$ cat config.mk
export PLATFORM = sky130hd
export DESIGN_NAME = scene_query_multi_flat
export DESIGN_NICKNAME = d
export VERILOG_FILES = /design/src/rtl/scene_query_multi_if.sv /design/src/rtl/scene_query_multi.sv /design/src/flat_wrapper.sv
export SDC_FILE = /design/constraint.sdc
export NUM_CORES = 2
export LEC_CHECK = 0
export CORE_ASPECT_RATIO = 1.25
export CORE_MARGIN = 1.5
export CORE_UTILIZATION = 65
export DETAILED_ROUTE_END_ITERATION = 8
export GPL_TIMING_DRIVEN = 0
export MAX_ROUTING_LAYER = met4
export PLACE_DENSITY_LB_ADDON = 0.2
export SLEW_MARGIN = 10
export SYNTH_ARGS = -nofsm -noshare
export SYNTH_HDL_FRONTEND = slang
export SYNTH_SLANG_ARGS = --single-unit
export TNS_END_PERCENT = 50
$ cat constraint.sdc
create_clock -name clk -period 39.2 [get_ports clk]
set_clock_uncertainty 0.15 [all_clocks]
set_input_delay 3.92 -clock clk [delete_from_list [all_inputs] [get_ports clk]]
set_output_delay 3.92 -clock clk [all_outputs]
set_load 0.01 [all_outputs]
$ cat src/rtl/scene_query_multi_if.sv
// scene_query_multi_if: query, result and object-table signals for scene_query_multi
//   valid_in/ready_out/pos                : query handshake and query point {z,y,x}
//   valid_out/out_ready                   : result handshake
//   closestDistance/closest_id/no_obj     : result payload
//   obj_we/obj_waddr/obj_center/obj_size/obj_type/obj_en : object table write port
interface scene_query_multi_if #(
    parameter int DATA_W = 32,
    parameter int ID_W   = 2
);
    logic                  valid_in;
    logic                  ready_out;
    logic [3*DATA_W-1:0]   pos;
    logic                  valid_out;
    logic                  out_ready;
    logic [DATA_W-1:0]     closestDistance;
    logic [ID_W-1:0]       closest_id;
    logic                  no_obj;
    logic                  obj_we;
    logic [ID_W-1:0]       obj_waddr;
    logic [3*DATA_W-1:0]   obj_center;
    logic [DATA_W-1:0]     obj_size;
    logic                  obj_type;
    logic                  obj_en;

    modport master (
        output valid_in, pos, out_ready, obj_we, obj_waddr, obj_center, obj_size, obj_type, obj_en,
        input  ready_out, valid_out, closestDistance, closest_id, no_obj
    );

    modport slave (
        input  valid_in, pos, out_ready, obj_we, obj_waddr, obj_center, obj_size, obj_type, obj_en,
        output ready_out, valid_out, closestDistance, closest_id, no_obj
    );
endinterface

$ cat src/rtl/scene_query_multi.sv
// scene_query_multi: minimum signed distance over a runtime-loaded table of cube/diamond primitives
//   clk, rst : clock, asynchronous active-high reset (clears FSM, outputs and table enables)
//   q        : scene_query_multi_if slave port (query in, result out, table write port)
module scene_query_multi #(
    parameter int                DATA_W    = 32,
    parameter int                FRAC_W    = 24,
    parameter int                NUM_OBJ   = 4,
    parameter int                ID_W      = (NUM_OBJ > 1) ? $clog2(NUM_OBJ) : 1,
    parameter logic [DATA_W-1:0] INV_SQRT3 = 32'h0093CD3A
) (
    input logic              clk,
    input logic              rst,
    scene_query_multi_if.slave q
);
    localparam logic signed [DATA_W-1:0] MAXV = {1'b0, {(DATA_W-1){1'b1}}};
    localparam logic signed [DATA_W-1:0] MINV = {1'b1, {(DATA_W-1){1'b0}}};

    typedef enum logic [1:0] {IDLE, EVAL, DONE} state_t;

    state_t                    state, state_nxt;
    logic [ID_W-1:0]           idx;
    logic [3*DATA_W-1:0]       pos_q;
    logic signed [DATA_W-1:0]  best;
    logic [ID_W-1:0]           best_id;
    logic                      found;
    logic [DATA_W-1:0]         dist_q;
    logic [ID_W-1:0]           id_q;
    logic                      none_q;

    logic [NUM_OBJ-1:0]        en;
    logic [3*DATA_W-1:0]       ctr  [NUM_OBJ];
    logic [DATA_W-1:0]         size [NUM_OBJ];
    logic [NUM_OBJ-1:0]        typ;

    logic signed [DATA_W-1:0]   ad [3];
    logic signed [DATA_W-1:0]   cube_m, dia_m, s, d_obj, best_nxt;
    logic [DATA_W+1:0]          sum;
    logic signed [2*DATA_W-1:0] prod;
    logic                       hit, last, wr_ok;

    function automatic logic signed [DATA_W-1:0] sat_sub(input logic signed [DATA_W-1:0] a, b);
        logic signed [DATA_W:0] r;
        r = {a[DATA_W-1], a} - {b[DATA_W-1], b};
        return (r[DATA_W] != r[DATA_W-1]) ? (r[DATA_W] ? MINV : MAXV) : r[DATA_W-1:0];
    endfunction

    function automatic logic signed [DATA_W-1:0] abs_sat(input logic signed [DATA_W-1:0] a);
        return (a == MINV) ? MAXV : (a[DATA_W-1] ? -a : a);
    endfunction

    assign last  = idx == ID_W'(NUM_OBJ - 1);
    assign wr_ok = state == IDLE && q.obj_we && 32'(q.obj_waddr) < NUM_OBJ;

    // Distance of the entry addressed by idx; all |d| terms are non-negative after saturation
    always_comb begin
        for (int k = 0; k < 3; k++)
            ad[k] = abs_sat(sat_sub(pos_q[k*DATA_W +: DATA_W], ctr[idx][k*DATA_W +: DATA_W]));
        cube_m   = (ad[0] > ad[1]) ? ad[0] : ad[1];
        cube_m   = (ad[2] > cube_m) ? ad[2] : cube_m;
        sum      = {2'b0, ad[0]} + {2'b0, ad[1]} + {2'b0, ad[2]};
        dia_m    = (sum > {2'b0, MAXV}) ? MAXV : sum[DATA_W-1:0];
        s        = sat_sub(typ[idx] ? dia_m : cube_m, size[idx]);
        prod     = $signed({{DATA_W{s[DATA_W-1]}}, s}) * $signed({{DATA_W{1'b0}}, INV_SQRT3});
        d_obj    = typ[idx] ? DATA_W'(prod >>> FRAC_W) : s;
        hit      = en[idx] && (d_obj < best);
        best_nxt = hit ? d_obj : best;
    end

    always_comb begin
        state_nxt = state;
        case (state)
            IDLE:    state_nxt = q.valid_in ? EVAL : IDLE;
            EVAL:    state_nxt = last ? DONE : EVAL;
            DONE:    state_nxt = q.out_ready ? IDLE : DONE;
            default: state_nxt = IDLE;
        endcase
    end

    always_ff @(posedge clk or posedge rst) begin
        if (rst) begin
            state   <= IDLE;
            idx     <= '0;
            pos_q   <= '0;
            best    <= MAXV;
            best_id <= '0;
            found   <= 1'b0;
            dist_q  <= '0;
            id_q    <= '0;
            none_q  <= 1'b0;
        end else begin
            state <= state_nxt;
            if (state == IDLE && q.valid_in) begin
                pos_q   <= q.pos;
                idx     <= '0;
                best    <= MAXV;
                best_id <= '0;
                found   <= 1'b0;
            end
            if (state == EVAL) begin
                idx     <= idx + 1'b1;
                best    <= best_nxt;
                best_id <= hit ? idx : best_id;
                found   <= found | hit;
                if (last) begin
                    dist_q <= best_nxt;
                    id_q   <= hit ? idx : best_id;
                    none_q <= ~(found | hit);
                end
            end
        end
    end

    always_ff @(posedge clk or posedge rst) begin
        if (rst)
            en <= '0;
        else if (wr_ok)
            en[q.obj_waddr] <= q.obj_en;
    end

    // Payload storage needs no reset: entries are ignored until their enable is set
    always_ff @(posedge clk) begin
        if (wr_ok) begin
            ctr[q.obj_waddr]  <= q.obj_center;
            size[q.obj_waddr] <= q.obj_size;
            typ[q.obj_waddr]  <= q.obj_type;
        end
    end

    assign q.ready_out       = state == IDLE;
    assign q.valid_out       = state == DONE;
    assign q.closestDistance = dist_q;
    assign q.closest_id      = id_q;
    assign q.no_obj          = none_q;
endmodule
$ cat src/flat_wrapper.sv
// flat-port wrapper written by rule: the top's interface ports become plain ports
module scene_query_multi_flat 
#(
    parameter int                DATA_W    = 32,
    parameter int                FRAC_W    = 24,
    parameter int                NUM_OBJ   = 4,
    parameter int                ID_W      = (NUM_OBJ > 1) ? $clog2(NUM_OBJ) : 1,
    parameter logic [DATA_W-1:0] INV_SQRT3 = 32'h0093CD3A
)
  (clk, rst, q_valid_in, q_pos, q_out_ready, q_obj_we, q_obj_waddr, q_obj_center, q_obj_size, q_obj_type, q_obj_en, q_ready_out, q_valid_out, q_closestDistance, q_closest_id, q_no_obj);
  scene_query_multi_if #(.DATA_W(DATA_W), .ID_W(ID_W)) q_i ();
  input logic clk;
  input logic rst;
  input wire logic [$bits(q_i.valid_in)-1:0] q_valid_in;
  input wire logic [$bits(q_i.pos)-1:0] q_pos;
  input wire logic [$bits(q_i.out_ready)-1:0] q_out_ready;
  input wire logic [$bits(q_i.obj_we)-1:0] q_obj_we;
  input wire logic [$bits(q_i.obj_waddr)-1:0] q_obj_waddr;
  input wire logic [$bits(q_i.obj_center)-1:0] q_obj_center;
  input wire logic [$bits(q_i.obj_size)-1:0] q_obj_size;
  input wire logic [$bits(q_i.obj_type)-1:0] q_obj_type;
  input wire logic [$bits(q_i.obj_en)-1:0] q_obj_en;
  output wire logic [$bits(q_i.ready_out)-1:0] q_ready_out;
  output wire logic [$bits(q_i.valid_out)-1:0] q_valid_out;
  output wire logic [$bits(q_i.closestDistance)-1:0] q_closestDistance;
  output wire logic [$bits(q_i.closest_id)-1:0] q_closest_id;
  output wire logic [$bits(q_i.no_obj)-1:0] q_no_obj;
  assign q_i.valid_in = q_valid_in;
  assign q_i.pos = q_pos;
  assign q_i.out_ready = q_out_ready;
  assign q_i.obj_we = q_obj_we;
  assign q_i.obj_waddr = q_obj_waddr;
  assign q_i.obj_center = q_obj_center;
  assign q_i.obj_size = q_obj_size;
  assign q_i.obj_type = q_obj_type;
  assign q_i.obj_en = q_obj_en;
  assign q_ready_out = q_i.ready_out;
  assign q_valid_out = q_i.valid_out;
  assign q_closestDistance = q_i.closestDistance;
  assign q_closest_id = q_i.closest_id;
  assign q_no_obj = q_i.no_obj;
  scene_query_multi #(.DATA_W(DATA_W), .FRAC_W(FRAC_W), .NUM_OBJ(NUM_OBJ), .ID_W(ID_W), .INV_SQRT3(INV_SQRT3)) u_core (.clk(clk), .rst(rst), .q(q_i));
endmodule
---- Word level (Yosys, flattened, before mapping) ----
Memory sizes are Yosys's and may differ from the RTL's.
Index checks and enable logic that the tools add are counted.
word-level totals
  register bits ........................... 178
  memory bits (writable) .................. 512
  output and inout bits ................... 37
  logic and storage cells ................. 92
  memories kept ........................... 2
memory list
  name         words  bits a word  read ports  clocked after memory_dff  write ports  line                     source
  u_core.ctr   4      96           1           0                         1            scene_query_multi.sv:31  logic [3*DATA_W-1:0] ctr [NUM_OBJ];
  u_core.size  4      32           1           0                         1            scene_query_multi.sv:32  logic [DATA_W-1:0] size [NUM_OBJ];
operators by class
  add/subtract/negate cells ............... 10
  multipliers ............................. 1
  order comparisons ....................... 7
  eq/ne operators ......................... 10
  multiplexer cells ....................... 42
  bitwise operators ....................... 2
  reduce and logical (&&, ||, !) cells .... 7
operators by type and width
  kind                      number
  $mux W32                  22
  $sub A32 B32 Y33          4
  $eq A32 B32 Y1 const B    3
  $neg A32 Y32              3
  $gt A32 B32 Y1            2
  $mul A32 B24 Y55 const B  1
  $add A34 B32 Y34          1
  $gt A34 B31 Y1 const B    1
  $add A32 B32 Y33          1
  $lt A32 B32 Y1            1
  $mux W2                   6
  $bwmux W4                 2
  $mux W1                   8
  $lt A2 B3 Y1 const B      2
  $pmux W2 S3               1
  $bmux W1 S2               2
  $eq A2 B2 Y1 const B      2
  $logic_and A1 B1 Y1       4
  $ne A1 B1 Y1              4
  $add A2 B1 Y2 const B     1
  $demux W1 S2              1
  $eq A2 B1 Y1 const B      1
  $ge A2 B1 Y1 const B      1
  $logic_not A2 Y1          1
  other kinds (4)           4

---- Depth between registers and ports, before layout ----
An unclocked memory read counts as a cell.
  word-level depth ........................ 21
  mapped depth ............................ 123

---- Worst setup path before layout ----
Ideal clock, no wire load.
  path type ............................... reg-to-reg
  start point ............................. register u_core.idx[0]
  end point ............................... register u_core.best[10]
  setup time .............................. 0.079 ns
  arrival ................................. 23.768 ns
  data required time ...................... 38.971 ns
  setup slack ............................. 15.203 ns
  cell stages (with the launch flop) ...... 105
  path buffers ............................ 14
  cell sequence ........................... dfrtp_1 > clkbuf_1 > clkbuf_1 > buf_1 > mux4_2 > inv_1 > ha_1 > clkbuf_1 > a21o_1 > a211o_1 > o22ai_1 > a211oi_2 > o21ai_1 > a41o_1 > clkbuf_1 > clkbuf_1 > nand2_1 > nand2_1 > [69 not listed] > o21ai_0 > o31ai_1 > a21oi_1 > o31ai_1 > xnor2_1 > a21oi_1 > ha_1 > and4_1 > nand3_1 > nor4_1 > nand2_1 > o21ai_0 > mux2_2 > nor3b_2 > clkbuf_1 > buf_1 > nand2_1 > o21ai_0
on the way
  longest elaborated chain between the ends .. 21
RTL lines
  what                                                       line                                              source
  start: declaration                                         scene_query_multi.sv:21                           logic [ID_W-1:0] idx;
  start signal: assignment                                   scene_query_multi.sv:100                          idx <= idx + 1'b1;
  $mem_v2 Z4 W96                                             n/a
  $sub A32 B32 Y33                                           scene_query_multi.sv:43                           r = {a[DATA_W-1], a} - {b[DATA_W-1], b};
  $mux W32 / $ne A1 B1 Y1 (equally long branches)            scene_query_multi.sv:44                           return (r[DATA_W] != r[DATA_W-1]) ? (r[DATA_W] ? MINV : MAXV) : r[DATA_W-1:0];
  $mux W32                                                   scene_query_multi.sv:44
  $neg A32 Y32                                               scene_query_multi.sv:48                           return (a == MINV) ? MAXV : (a[DATA_W-1] ? -a : a);
  $mux W32 (2 in a row)                                      scene_query_multi.sv:48
  $add A32 B32 Y33 / $gt A32 B32 Y1 (equally long branches)  scene_query_multi.sv:60, scene_query_multi.sv:58
  $add A34 B32 Y34 / $mux W32 (equally long branches)        scene_query_multi.sv:60, scene_query_multi.sv:58
  [4 not listed]                                             n/a
  $mux W32 / $ne A1 B1 Y1 (equally long branches)            scene_query_multi.sv:44
  $mux W32                                                   scene_query_multi.sv:44
  $mul A32 B24 Y55                                           scene_query_multi.sv:63                           prod = $signed({{DATA_W{s[DATA_W-1]}}, s}) * $signed({{DATA_W{1'b0}}, INV_SQRT3});
  $mux W32                                                   scene_query_multi.sv:64                           d_obj = typ[idx] ? DATA_W'(prod >>> FRAC_W) : s;
  $lt A32 B32 Y1                                             scene_query_multi.sv:65                           hit = en[idx] && (d_obj < best);
  $logic_and A1 B1 Y1                                        scene_query_multi.sv:65
  $mux W32 (*)                                               scene_query_multi.sv:66                           best_nxt = hit ? d_obj : best;
  $mux W32 (*)                                               scene_query_multi.sv:99                           if (state == EVAL) begin
  end signal: assignment                                     scene_query_multi.sv:101                          best <= best_nxt;
  end: declaration                                           scene_query_multi.sv:23                           logic signed [DATA_W-1:0] best;
Mark *: on every way between the ends. The rest lies on a longest branch, timed or not. The select of a mux whose other input is x is not followed.
A chain may end at the register's enable or synchronous reset.

---- Worst setup path after layout ----
  start point ............................. register u_core.idx[0]
  end point ............................... register u_core.best[6]
Same word-level chain as after synthesis.

==> flow_metrics.env <==
export IMPL_worstSetupPathType="reg -> reg"
export IMPL_cts_root_buffer="clkbuf_16"
export IMPL_fin_tns_setup_ns=0
export IMPL_yosys_area_top_type="edfxtp_1"
export IMPL_hpwl_mm=146
export IMPL_hold_class="reg -> reg"
export IMPL_syn_inst=6063
export IMPL_fin_crit_sh=0.866
export IMPL_area_delta_synth_final_pct=12.3
export IMPL_die_x_um=274
export IMPL_grt_max_degree=94
export IMPL_synth_simple_area_share=0.125
export IMPL_final_common_cell="inv_1"
export IMPL_grt_overflow_total=0
export IMPL_worst_ep_required_time_ns=39.60
export IMPL_cts_inserted_buffers=68
export IMPL_r2r_end="u_core.best[6]"
export IMPL_synth_top_family_by_area="adder cells"
export IMPL_syn_nets=7203
export IMPL_post_drt_wl_per_cell_um=24.1
export IMPL_layout_drive_gt1_share=0.0714
export IMPL_synthAdderAreaFrac=0.235
export IMPL_crit_path_top_delay_cell="o31ai_1"
export IMPL_setup_viol=0
export IMPL_initial_utilization=0.655
export IMPL_critical_path_max_fanout=10
export IMPL_synth_xor_area_frac=0.0332
export IMPL_reg2reg_slack_ns=5.26
export IMPL_rsz0062_at_grt="false"
export IMPL_coreArea_um2=91400
export IMPL_via_count=49038
export IMPL_status="complete, no violations"
export IMPL_num_nets_final=7602
export IMPL_dieArea_um2=93900
export IMPL_drc=0
export IMPL_yosysWarningCount=0
export IMPL_whs_ns=0.328
export IMPL_hp_start="u_core.found"
export IMPL_crit_top_cell="clkbuf_1"
export IMPL_ys_flop_type="edfxtp_1"
export IMPL_synth_top_area_share=0.259
export IMPL_fill_cells=6503
export IMPL_synth_seq_area_share=0.332
export IMPL_antenna_found_initial=17
export IMPL_wirelength_mm=186
export IMPL_cts_resized=0
export IMPL_min_period_ns=33.94
export IMPL_mostFrequentLayoutCells="inv_1, nand2_1, ha_1"
export IMPL_rr_worst_depth=106
export IMPL_htreeDepth=3
export IMPL_cts_num_sinks=690
export IMPL_hold_viol_final=0
export IMPL_via_per_inst=6.34
export IMPL_clk_latency_ns=0.65
export IMPL_syn_avg_cell_area_um2=9.87
export IMPL_critPathCaptureType="flop"
export IMPL_worst_path_largest_cell_delay_ns=0.94
export IMPL_ant_nets=0
export IMPL_slew_viol_final=0
export IMPL_start_kind="flop"
export IMPL_die_h_um=342
export IMPL_port_buffers=269
export IMPL_grt_pass1_wl_mm=282
export IMPL_yosysUniqueCellTypes=103
export IMPL_r2r_start="u_core.idx[0]"
export IMPL_clkTransAtPathRegs_ns=0.06
export IMPL_final_core_util=0.736
export IMPL_worstMarginPinSlew_ns=1.16
export IMPL_post_cts_repair_setup_buffers=0
export IMPL_grt_pass1_vias=49657
export IMPL_clk_path_buf_depth=3
export IMPL_dr_pass1_iters=7
export IMPL_fmax_mhz=29.5
export IMPL_synth_edf_count=516
export IMPL_hold_buffers=0
export IMPL_grtUsageTotal=0.409
export IMPL_synthMuxAreaShare=0.0623
export IMPL_dr_first_iter_drc_count=4328
export IMPL_syn_cell_area_um2=59900
export IMPL_netlist_top_cells_area="edfxtp_1, ha_1, fa_1"
export IMPL_synth_compound_area_frac=0.143
export IMPL_num_rows=124
export IMPL_synthArstFlopShare=0.252
export IMPL_gp_congestion=1.01
export IMPL_drv_cap=0
export IMPL_maxSlewHeadroom=0.226
export IMPL_worstHoldPathCells=1
export IMPL_worstPathArrival_ns=34.34
export IMPL_ys_seq_elements=690
export IMPL_ios=270
export IMPL_worstHoldEndpoint="u_core.q.no_obj"
export IMPL_cts_tree="done"
## registers in the layout, summed over array words and instances, names as in the netlist
signal and cells:
u_core.best 32, u_core.best_id 2, u_core.ctr 384, u_core.en 4, u_core.found 1, u_core.idx 2
u_core.pos_q 96, u_core.q.closestDistance 32, u_core.q.closest_id 2, u_core.q.no_obj 1, u_core.size 128, u_core.state 2
u_core.typ 4
## cells in the mapped netlist (all sizes together), types with 26 or more instances
cell type  count
or3           34
mux2          29
edfxtp       516
xnor2        145
nand4         51
dfstp         31
dfrtp        143
a31oi         27
nor4          33
or2           29
mux2i         52
nand3        102
o21a          51
ha           564
a22oi         27
nor2         355
a211oi        45
clkbuf       162
nand2b        63
and3          42
fa           343
xor2          79
a21o         123
a21oi        347
nand2        642
and2          29
mux4         128
o311ai        39
o211ai        42
inv          890
o21bai        30
nor3         121
o31ai         26
nor2b         48
buf           44
o21ai        324
## critical path, delay by kind of cell, from the launching register on
| family | cells | cell delay (ns) |
|---|---|---|
| compound gates | 28 | 9.43 |
| simple gates | 34 | 7.87 |
| buf+inv | 25 | 8.64 |
| flops | 1 | 0.36 |
| xor+xnor | 1 | 0.18 |
| fa+ha+maj | 15 | 5.79 |
| mux | 3 | 1.37 |
## metrics by stage
stage          cells  setup WS (ns)  instance area [µm²]
6_report        7732           5.26                67200
5_1_grt         7730           3.73                67200
3_5_place_dp    7589           6.18                64800
2_1_floorplan   6063          15.20                59900
4_1_cts         7714           5.91                67200
3_3_place_gp    7529           5.16                64100
## routing by layer
| metal | vias to the layer above | part of all wire | track usage |
|---|---|---|---|
| met5 | - | 0 | - |
| met4 | 0 | 0.079 | 0.278 |
| li1 | 22148 | - | - |
| met3 | 660 | 0.065 | 0.0551 |
| met2 | 2346 | 0.50 | 0.679 |
| met1 | 23884 | 0.36 | 0.458 |
## cell families (layout without fill, tap and decap cells)
logic type,count (synthesis),in the layout
flip-flops,690,690
AO/OA/AOI/OAI,1310,1310
other,0,18
adder cells (fa/ha/maj),923,923
AND/OR/NAND/NOR,1611,1611
multiplexers,209,209
XOR/XNOR,224,224
buffers and inverters,1096,1550
## how the worst max path moves through the flow
| stage | depth (start not counted) | slack (ns) | end | from |
|---|---|---|---|---|
| global placement | 106 | 5.16 | u_core.best[6] | u_core.idx[0] |
| CTS | 108 | 5.91 | u_core.best[6] | u_core.idx[0] |
| floorplan | 104 | 15.20 | u_core.best[10] | u_core.idx[0] |
| detailed placement | 107 | 6.18 | u_core.best[6] | u_core.idx[0] |
| finish | 106 | 5.26 | u_core.best[6] | u_core.idx[0] |
| global route | 109 | 3.73 | u_core.best[6] | u_core.idx[0] |
## layout make-up
cell class,count,area [µm²],share of cell area
antenna,18,45.0,0.000670
buffer,206,812,0.0121
clock buffer,76,1740,0.0259
clock inverter,49,614,0.00914
inverter,890,3350,0.0498
multi-input combinational,4277,36000,0.535
sequential,690,19900,0.296
tap,1197,1500,0.0223
timing repair buffer,329,3350,0.0498
Power is not shown: default switching activity piles up to over one toggle a cycle in this logic, so the estimate is an artifact.
